### src/rtl/switch_pkg.sv
// Shared crossbar-switch definitions: default word/packet geometry and the
// egress receive-side FSM state type.
package switch_pkg;

  localparam int DATA_WIDTH = 32;
  localparam int EGRESS_CNT = 4;
  localparam int PKT_WORDS  = 8;

  typedef enum logic [1:0] {
    IDLE    = 2'd0,
    ACCEPT  = 2'd1,
    DISCARD = 2'd2
  } rx_state_t;

endpackage

### src/rtl/sdp_ram.sv
// Simple dual-port storage: synchronous write, asynchronous read.
// Contents are not reset; the owning FIFO's pointers define what is valid.
module sdp_ram #(
  parameter int DATA_WIDTH = 32,
  parameter int DEPTH      = 32,
  parameter int AW         = $clog2(DEPTH)
) (
  input  logic                  clk,
  input  logic                  we,
  input  logic [AW-1:0]         waddr,
  input  logic [DATA_WIDTH-1:0] wdata,
  input  logic [AW-1:0]         raddr,
  output logic [DATA_WIDTH-1:0] rdata
);

  logic [DATA_WIDTH-1:0] mem [DEPTH];

  always_ff @(posedge clk) begin
    if (we) mem[waddr] <= wdata;
  end

  assign rdata = mem[raddr];

endmodule

### src/rtl/egress_receiver.sv
// Egress lane receiver: reassembles fixed-length packets into a FIFO and
// exposes only fully received packets on a valid/ready stream.
//   state   | meaning
//   IDLE    | waiting for word 0; admit/drop decided here
//   ACCEPT  | storing words of an admitted packet
//   DISCARD | swallowing words of a dropped packet
module egress_receiver #(
  parameter int DATA_WIDTH = switch_pkg::DATA_WIDTH,
  parameter int PKT_WORDS  = switch_pkg::PKT_WORDS,
  parameter int FIFO_DEPTH = 32,
  parameter int CNT_WIDTH  = 16
) (
  input  logic                          clk,
  input  logic                          reset,
  input  logic                          rx_en,
  input  logic [DATA_WIDTH-1:0]         rx_data,
  output logic                          out_valid,
  input  logic                          out_ready,
  output logic [DATA_WIDTH-1:0]         out_data,
  output logic                          out_sop,
  output logic                          out_eop,
  output logic [CNT_WIDTH-1:0]          pkt_cnt,
  output logic [CNT_WIDTH-1:0]          drop_cnt,
  output logic [$clog2(FIFO_DEPTH):0]   level
);
  import switch_pkg::*;

  localparam int AW = $clog2(FIFO_DEPTH);
  localparam int PW = AW + 1;
  localparam int IW = $clog2(PKT_WORDS);
  localparam logic [IW-1:0] LAST_IDX = IW'(PKT_WORDS - 1);
  localparam logic [PW-1:0] DEPTH_P  = PW'(FIFO_DEPTH);
  localparam logic [PW-1:0] PKT_P    = PW'(PKT_WORDS);

  rx_state_t state, state_nxt;
  logic [IW-1:0] widx, widx_nxt, ridx;
  logic [PW-1:0] wr_ptr, commit_ptr, rd_ptr, free;
  logic [DATA_WIDTH-1:0] ram_rdata;
  logic wr_en, commit, pkt_inc, drop_inc, rd_fire, last_word;

  // Space check uses registered pointers only, so a read this cycle is not credited.
  assign free      = DEPTH_P - (wr_ptr - rd_ptr);
  assign last_word = (widx == LAST_IDX);
  assign out_valid = (commit_ptr != rd_ptr);
  assign rd_fire   = out_valid & out_ready;

  always_comb begin
    state_nxt = state;
    widx_nxt  = widx;
    wr_en     = 1'b0;
    commit    = 1'b0;
    pkt_inc   = 1'b0;
    drop_inc  = 1'b0;
    unique case (state)
      IDLE: begin
        if (rx_en) begin
          widx_nxt = IW'(1);
          if (free >= PKT_P) begin
            wr_en     = 1'b1;
            state_nxt = ACCEPT;
          end else begin
            state_nxt = DISCARD;
          end
        end
      end
      ACCEPT: begin
        if (rx_en) begin
          wr_en = 1'b1;
          if (last_word) begin
            widx_nxt  = '0;
            commit    = 1'b1;
            pkt_inc   = 1'b1;
            state_nxt = IDLE;
          end else begin
            widx_nxt = widx + IW'(1);
          end
        end
      end
      DISCARD: begin
        if (rx_en) begin
          if (last_word) begin
            widx_nxt  = '0;
            drop_inc  = 1'b1;
            state_nxt = IDLE;
          end else begin
            widx_nxt = widx + IW'(1);
          end
        end
      end
      default: begin
        widx_nxt  = '0;
        state_nxt = IDLE;
      end
    endcase
  end

  always_ff @(posedge clk or posedge reset) begin
    if (reset) begin
      state      <= IDLE;
      widx       <= '0;
      wr_ptr     <= '0;
      commit_ptr <= '0;
      rd_ptr     <= '0;
      ridx       <= '0;
      pkt_cnt    <= '0;
      drop_cnt   <= '0;
    end else begin
      state <= state_nxt;
      widx  <= widx_nxt;
      if (wr_en) wr_ptr <= wr_ptr + PW'(1);
      // The last word's slot is wr_ptr itself, so the committed end is one past it.
      if (commit) commit_ptr <= wr_ptr + PW'(1);
      if (rd_fire) begin
        rd_ptr <= rd_ptr + PW'(1);
        ridx   <= (ridx == LAST_IDX) ? '0 : ridx + IW'(1);
      end
      if (pkt_inc && (pkt_cnt != '1))   pkt_cnt  <= pkt_cnt + CNT_WIDTH'(1);
      if (drop_inc && (drop_cnt != '1)) drop_cnt <= drop_cnt + CNT_WIDTH'(1);
    end
  end

  sdp_ram #(
    .DATA_WIDTH (DATA_WIDTH),
    .DEPTH      (FIFO_DEPTH),
    .AW         (AW)
  ) u_ram (
    .clk   (clk),
    .we    (wr_en),
    .waddr (wr_ptr[AW-1:0]),
    .wdata (rx_data),
    .raddr (rd_ptr[AW-1:0]),
    .rdata (ram_rdata)
  );

  assign out_data = out_valid ? ram_rdata : '0;
  assign out_sop  = out_valid && (ridx == '0);
  assign out_eop  = out_valid && (ridx == LAST_IDX);
  assign level    = commit_ptr - rd_ptr;

endmodule

### config.mk
export PLATFORM = sky130hd
export DESIGN_NAME = egress_receiver
export DESIGN_NICKNAME = d
export VERILOG_FILES = /design/src/rtl/switch_pkg.sv /design/src/rtl/sdp_ram.sv /design/src/rtl/egress_receiver.sv
export SDC_FILE = /design/constraint.sdc
export NUM_CORES = 1
export LEC_CHECK = 0
export ABC_CLOCK_PERIOD_IN_PS = 6200
export BUFFER_PORTS_ARGS = -buffer_cell sky130_fd_sc_hd__buf_2
export CORE_AREA = 4 4 509 310
export DETAILED_ROUTE_END_ITERATION = 8
export DIE_AREA = 0 0 513 314
export PLACE_DENSITY_LB_ADDON = 0.1
export SETUP_SLACK_MARGIN = 0.15
export SLEW_MARGIN = 20
export SYNTH_ARGS = -nofsm -noshare
export SYNTH_HDL_FRONTEND = slang
export SYNTH_SLANG_ARGS = --single-unit
### constraint.sdc
create_clock -name clk -period 6.2 [get_ports clk]
set_input_delay 1.24 -clock clk [delete_from_list [all_inputs] [get_ports clk]]
set_output_delay 1.24 -clock clk [all_outputs]
set_load 0.02 [all_outputs]
=== Word level (Yosys, flattened, before mapping) ===
Memories as Yosys holds them, arrays and structs flattened.
Index checks and enable logic that the tools add are counted.
W data, S select, Z words.

* Flip-flop bits (word level): 58
* RAM bits: 1024
* Input bits: 36
* Output and inout port bits: 73
* Logic and storage cells: 60
* Memories: 1

* $add $sub $neg: 9
* Magnitude comparators: 1
* Equality and inequality tests: 10
* Muxes and demuxes: 21
* Bitwise logic cells: 1
* Reductions and logical operators: 9

{| class="wikitable"
|+ Memories
! memory !! depth !! bits a word !! rd ports !! clocked after memory_dff !! write ports !! RTL line !! source
|-
| u_ram.mem || 32 || 32 || 1 || 0 || 1 || sdp_ram.sv:16 || <nowiki>logic [DATA_WIDTH-1:0] mem [DEPTH];</nowiki>
|}

{| class="wikitable"
|+ Operator list
! cell !! number
|-
| $add A16 B1 Y16 const B || 2
|-
| $mux W32 || 1
|-
| $ne A16 B16 Y1 const B || 2
|-
| $add A6 B1 Y6 const B || 2
|-
| $mux W3 || 4
|-
| $sub A6 B6 Y6 || 2
|-
| $mux W1 || 9
|-
| $mux W2 || 4
|-
| $add A3 B1 Y3 const B || 2
|-
| $eq A3 B3 Y1 const B || 2
|-
| $ge A6 B4 Y1 const B || 1
|-
| $ne A6 B6 Y1 || 1
|-
| $pmux W3 S2 || 1
|-
| $sub A6 B6 Y6 const A || 1
|-
| $logic_and A1 B1 Y1 || 4
|-
| $ne A2 B1 Y1 const B || 2
|-
| $pmux W2 S2 || 1
|-
| $logic_not A3 Y1 || 1
|-
| $reduce_and A3 Y1 || 1
|-
| $eq A2 B1 Y1 const B || 1
|-
| $eq A2 B2 Y1 const B || 1
|-
| $logic_not A2 Y1 || 1
|-
| $ne A2 B2 Y1 const B || 1
|-
| $pmux W1 S2 || 1
|-
| 3 further kinds || 3
|}

=== Logic depth before layout (Yosys ltp) ===
* Depth after elaboration: 8
* Mapped depth: 18

=== Hierarchy ===
Synthesis repeated with hierarchy kept, for this count alone.

* Cells, all modules: 2572
* Area total of the unflattened synthesis: 43284.0 sq um

{| class="wikitable"
|+ By module, submodules not included
! module !! times used !! cells an instance !! area each (sq um) !! sequential area each (sq um)
|-
| sdp_ram || 1 || 2228 || 39844.5 || 30749.5
|-
| egress_receiver || 1 || 344 || 3439.5 || 1451.4
|}

=== Least setup slack after synthesis ===
Ideal clock, no wire load.

* Kind: reg-to-reg
* From: register rd_ptr[0]
* To: memory u_ram.mem[15][0], enable pin
* Setup time: 0.501 ns
* Arrival: 5.882 ns
* Required time: 5.699 ns
* Setup slack: -0.183 ns
* Cell stages (with the launch flop): 17
* Buffers on the path: 5
* Clock period less this slack: 6.383 ns
* Path through: dfrtp_1 -> buf_6 -> buf_8 -> buf_8 -> buf_6 -> buf_6 -> inv_1 -> ha_1 -> inv_1 -> ha_1 -> inv_1 -> fa_1 -> nor3b_1 -> a211o_1 -> o21ai_1 -> a211oi_4 -> nor4_1

* Cells in the longest elaborated chain, start to end: 8

{| class="wikitable"
|+ RTL lines
! element !! RTL line !! source
|-
| from (decl) || egress_receiver.sv:37 || <nowiki>logic [PW-1:0] wr_ptr, commit_ptr, rd_ptr, free;</nowiki>
|-
| from (signal assigned) || egress_receiver.sv:114 || <nowiki>rd_ptr <= rd_ptr + PW'(1);</nowiki>
|-
| $sub A6 B6 Y6 (2 in series) || egress_receiver.sv:42 || <nowiki>assign free = DEPTH_P - (wr_ptr - rd_ptr);</nowiki>
|-
| $ge A6 B4 Y1 || egress_receiver.sv:58 || <nowiki>if (free >= PKT_P) begin</nowiki>
|-
| $mux W1 || egress_receiver.sv:58 ||
|-
| $mux W1 || egress_receiver.sv:56 || <nowiki>if (rx_en) begin</nowiki>
|-
| $pmux W1 S2 || egress_receiver.sv:54 || <nowiki>unique case (state)</nowiki>
|-
| $mux W1 || sdp_ram.sv:19 || <nowiki>if (we) mem[waddr] <= wdata;</nowiki>
|-
| $mux W1 (not written as such) || sdp_ram.sv:19 ||
|-
| to (decl) || sdp_ram.sv:16 ||
|}

Every way passes these cells.

=== Worst setup path after layout ===
* From: register rd_ptr[0]
* To: output out_data[27]

* Cells in the longest elaborated chain, start to end: 2

{| class="wikitable"
|+ RTL lines
! element !! RTL line !! source
|-
| $mem_v2 Z32 W32 or $ne A6 B6 Y1 (tied branches) || n/a ||
|-
| $mux W32 (*) || egress_receiver.sv:135 || <nowiki>assign out_data = out_valid ? ram_rdata : '0;</nowiki>
|-
| to (decl) || egress_receiver.sv:19 || <nowiki>output logic [DATA_WIDTH-1:0] out_data,</nowiki>
|}

Mark *: on every way between the ends. The rest lies on a longest branch, timed or not.

==> metrics <==
power per cell area=461 nW/um^2; Starting DRT DRC Count=2282; Worst Path Arrival=3970 ps; sequential power share=0.383; Post-layout nets=between 2000 and 2500; vias after detailed routing=21370; fin area=49500 sq um; leakage power=approximately 16 nW; post-synthesis sequential area ratio=0.755; sw power=0.00787 W; post-synth cell types=50; first-pass GRT wire length=181 mm; met2 wire length=about 53 mm; synth cell count leaders=edfxtp_1, mux4_2, nand2_1; Mapped Avg Cell Area=between 20 and 25 sq um; cell area after synthesis=about 43000 sq um; Hold Path Stages=2; vias in the first global route=21514; class of the worst hold path=flip-flop to flip-flop; initial antenna violation count=12; net count after synthesis=2166; CTS max path bufs=3; Clock Skews=24.7 ps; share of cells above drive strength 1=0.273; critical path required time=4960 ps; combinational share of power=0.329; measured slew at the worst slew-check pin=904 ps; Seq cells post-synth=1082; total track usage=0.162; Setup Crit Path Kind=flip-flop to primary output; Syn. warnings=0; Final setup viols=0; largest net degree at the start of global routing=82; CTS tree=built; metal3 WL=10.0 mm; Switching Share=0.345; M1 WL=65.6 mm; DIE WIDTH=513 um; clock-pin slew on the worst setup and hold paths=60 ps; Synth Instances=2098; Boundary Pins=109; Clk pwr share=0.287; Routed wire per std cell=29.8 um; status=complete, no violations; Worst-Skew Late Latency=700 ps; FF-to-FF path depth=13; Post CTS Setup Buffer Count=0; Site Rows=~110; EDFF count, synth=1024; detailed-router iteration count before antenna repair=5; total of max-cap violations=0; flop-to-flop setup slack=1600 ps; Sink Count=approximately 1100; startpoint types=flip-flop; RSZ-0062 raised after global routing=no; # hold bufs at CTS=0; global route overflow=0; Overall Power=0.0228 W; H-tree depth=3; DP Wirelength=just under 80 mm; clock root cell=clkbuf_16; Num CTS Buffers=106; synth top area cells=edfxtp_1, mux4_2, dfrtp_1; Int Pwr=0.0149 W; Synth Flop Type=edfxtp_1; CTS resizes=0; Die ar.=161000 sq um; Die Y=approximately 310 um; crit path max fanout=80; Port Buffer Count=108; fin crit period=5210 ps; TNS Setup=0 ps; gpl congestion=about 0.75; drt total wl=131 mm; area grow syn2layout=16.1%; Initial Utilization=0.280; Max Clock Freq=0.192 GHz; fin crit share=0.840; uppermost layer routed=met5; peak supply drop=approximately 0.00026 V; DR DRC count=0; leading cell type by number of instances after synthesis=edfxtp_1; Post-DP Area=46000 sq um; share of the synthesized area in the top cell type=0.721; Core ar.=roughly 150000 sq um; CP Capture Type=primary output; Avg Vias per Cell=between 4 and 5; Worst slew margin=0.397; post-route ant nets=0; fin. max-slew vios=0; asr flop ratio synth=0.0536; leading area contributor after synthesis=edfxtp_1; Final Hold Vio Count=0
-- worst max-delay path, stage by stage, from the launching register on --
cell,delay (ps)
dfrtp_4,750
buf_12,520
mux4_2,600
mux2i_1,520
o22a_1,360
o22ai_1,130
buf_2,200
-- per-stage QoR --
step           setup slack, ps  hold WS (ps)  std cells   util
2_1_floorplan             1160           450       2098      -
4_1_cts                    828           497       4401  0.325
6_report                   994           488       4404  0.325
5_1_grt                    678           523       4402  0.325
3_3_place_gp              1540           476       4205  0.302
3_5_place_dp              1580           484       4205  0.302
-- final cells by class --
class,count,area [sq um]
fill,14444,103000
tap,2034,2540
antenna,3,7.51
clock buffer,125,2760
clock inverter,71,702
timing repair buffer,176,1310
inverter,37,141
multi-input combinational,876,9800
sequential,1082,32200
-- placed cells by master, fill, tap and decap left out, types with 6 or more instances in the layout --
cell        instances
dfrtp_1            54
o22ai_1            21
mux2i_1            63
and2_2              6
nor3_1             15
a22oi_1            21
clkbuf_16         107
a21oi_1            57
o21ai_0            12
buf_4              47
and3_1              6
inv_1              30
o22a_1             21
xnor2_1            36
mux4_2            257
ha_1               30
and3_2             21
nand2_1           178
clkinv_1           19
xor2_1             15
buf_2             108
buf_12             21
nand3_1            18
nor2_1             40
edfxtp_1         1024
clkinvlp_4          6
bufinv_16          12
clkinv_2           29
clkbuf_1           17
-- power groups by stage --
stage,clock [W],sequential (W),combinational (W)
floorplan,0,0.00867,0.00481
global placement,0,0.00890,0.00768
detailed placement,0,0.00891,0.00765
CTS,0.00675,0.00875,0.00767
global route,0.00708,0.00878,0.00805
finish,0.00656,0.00874,0.00751
-- worst paths after layout --
path                                    start                to
worst max-delay path                rd_ptr[0]      out_data[27]
worst min-delay path            commit_ptr[0]     commit_ptr[0]
worst min register to register  commit_ptr[0]     commit_ptr[0]
min in group asynchronous               reset       pkt_cnt[12]
worst max register to register      rd_ptr[0]  u_ram.mem[7][31]
max in group asynchronous               reset         rd_ptr[0]
-- cells by family (layout without fill, tap and decap cells) --
family	Yosys count	in the layout	share of synthesized area
mux	326	326	0.152
buf+inv	140	409	0.0167
fa+ha+maj	32	32	0.00974
simple gates	320	320	0.0334
xor+xnor	51	51	0.0105
flops	1082	1082	0.755
other cells	0	3	0
compound gates	147	147	0.0223
-- state kept, by name, summed over array words and instances (netlist names) --
signal / cells
state: 2
pkt_cnt: 16
rd_ptr: 6
ridx: 3
widx: 3
drop_cnt: 16
wr_ptr: 6
u_ram.mem: 1024
commit_ptr: 6
-- metal layers --
| layer | GRT usage | vias to the layer above |
|---|---|---|
| li1 | - | 8888 |
| met1 | 0.255 | 11688 |
| met2 | 0.219 | 652 |
| met3 | 0.0439 | 140 |
| met4 | 0.0327 | 2 |
| met5 | 0 | - |
Note: power is estimated with default switching activity, not from simulation.
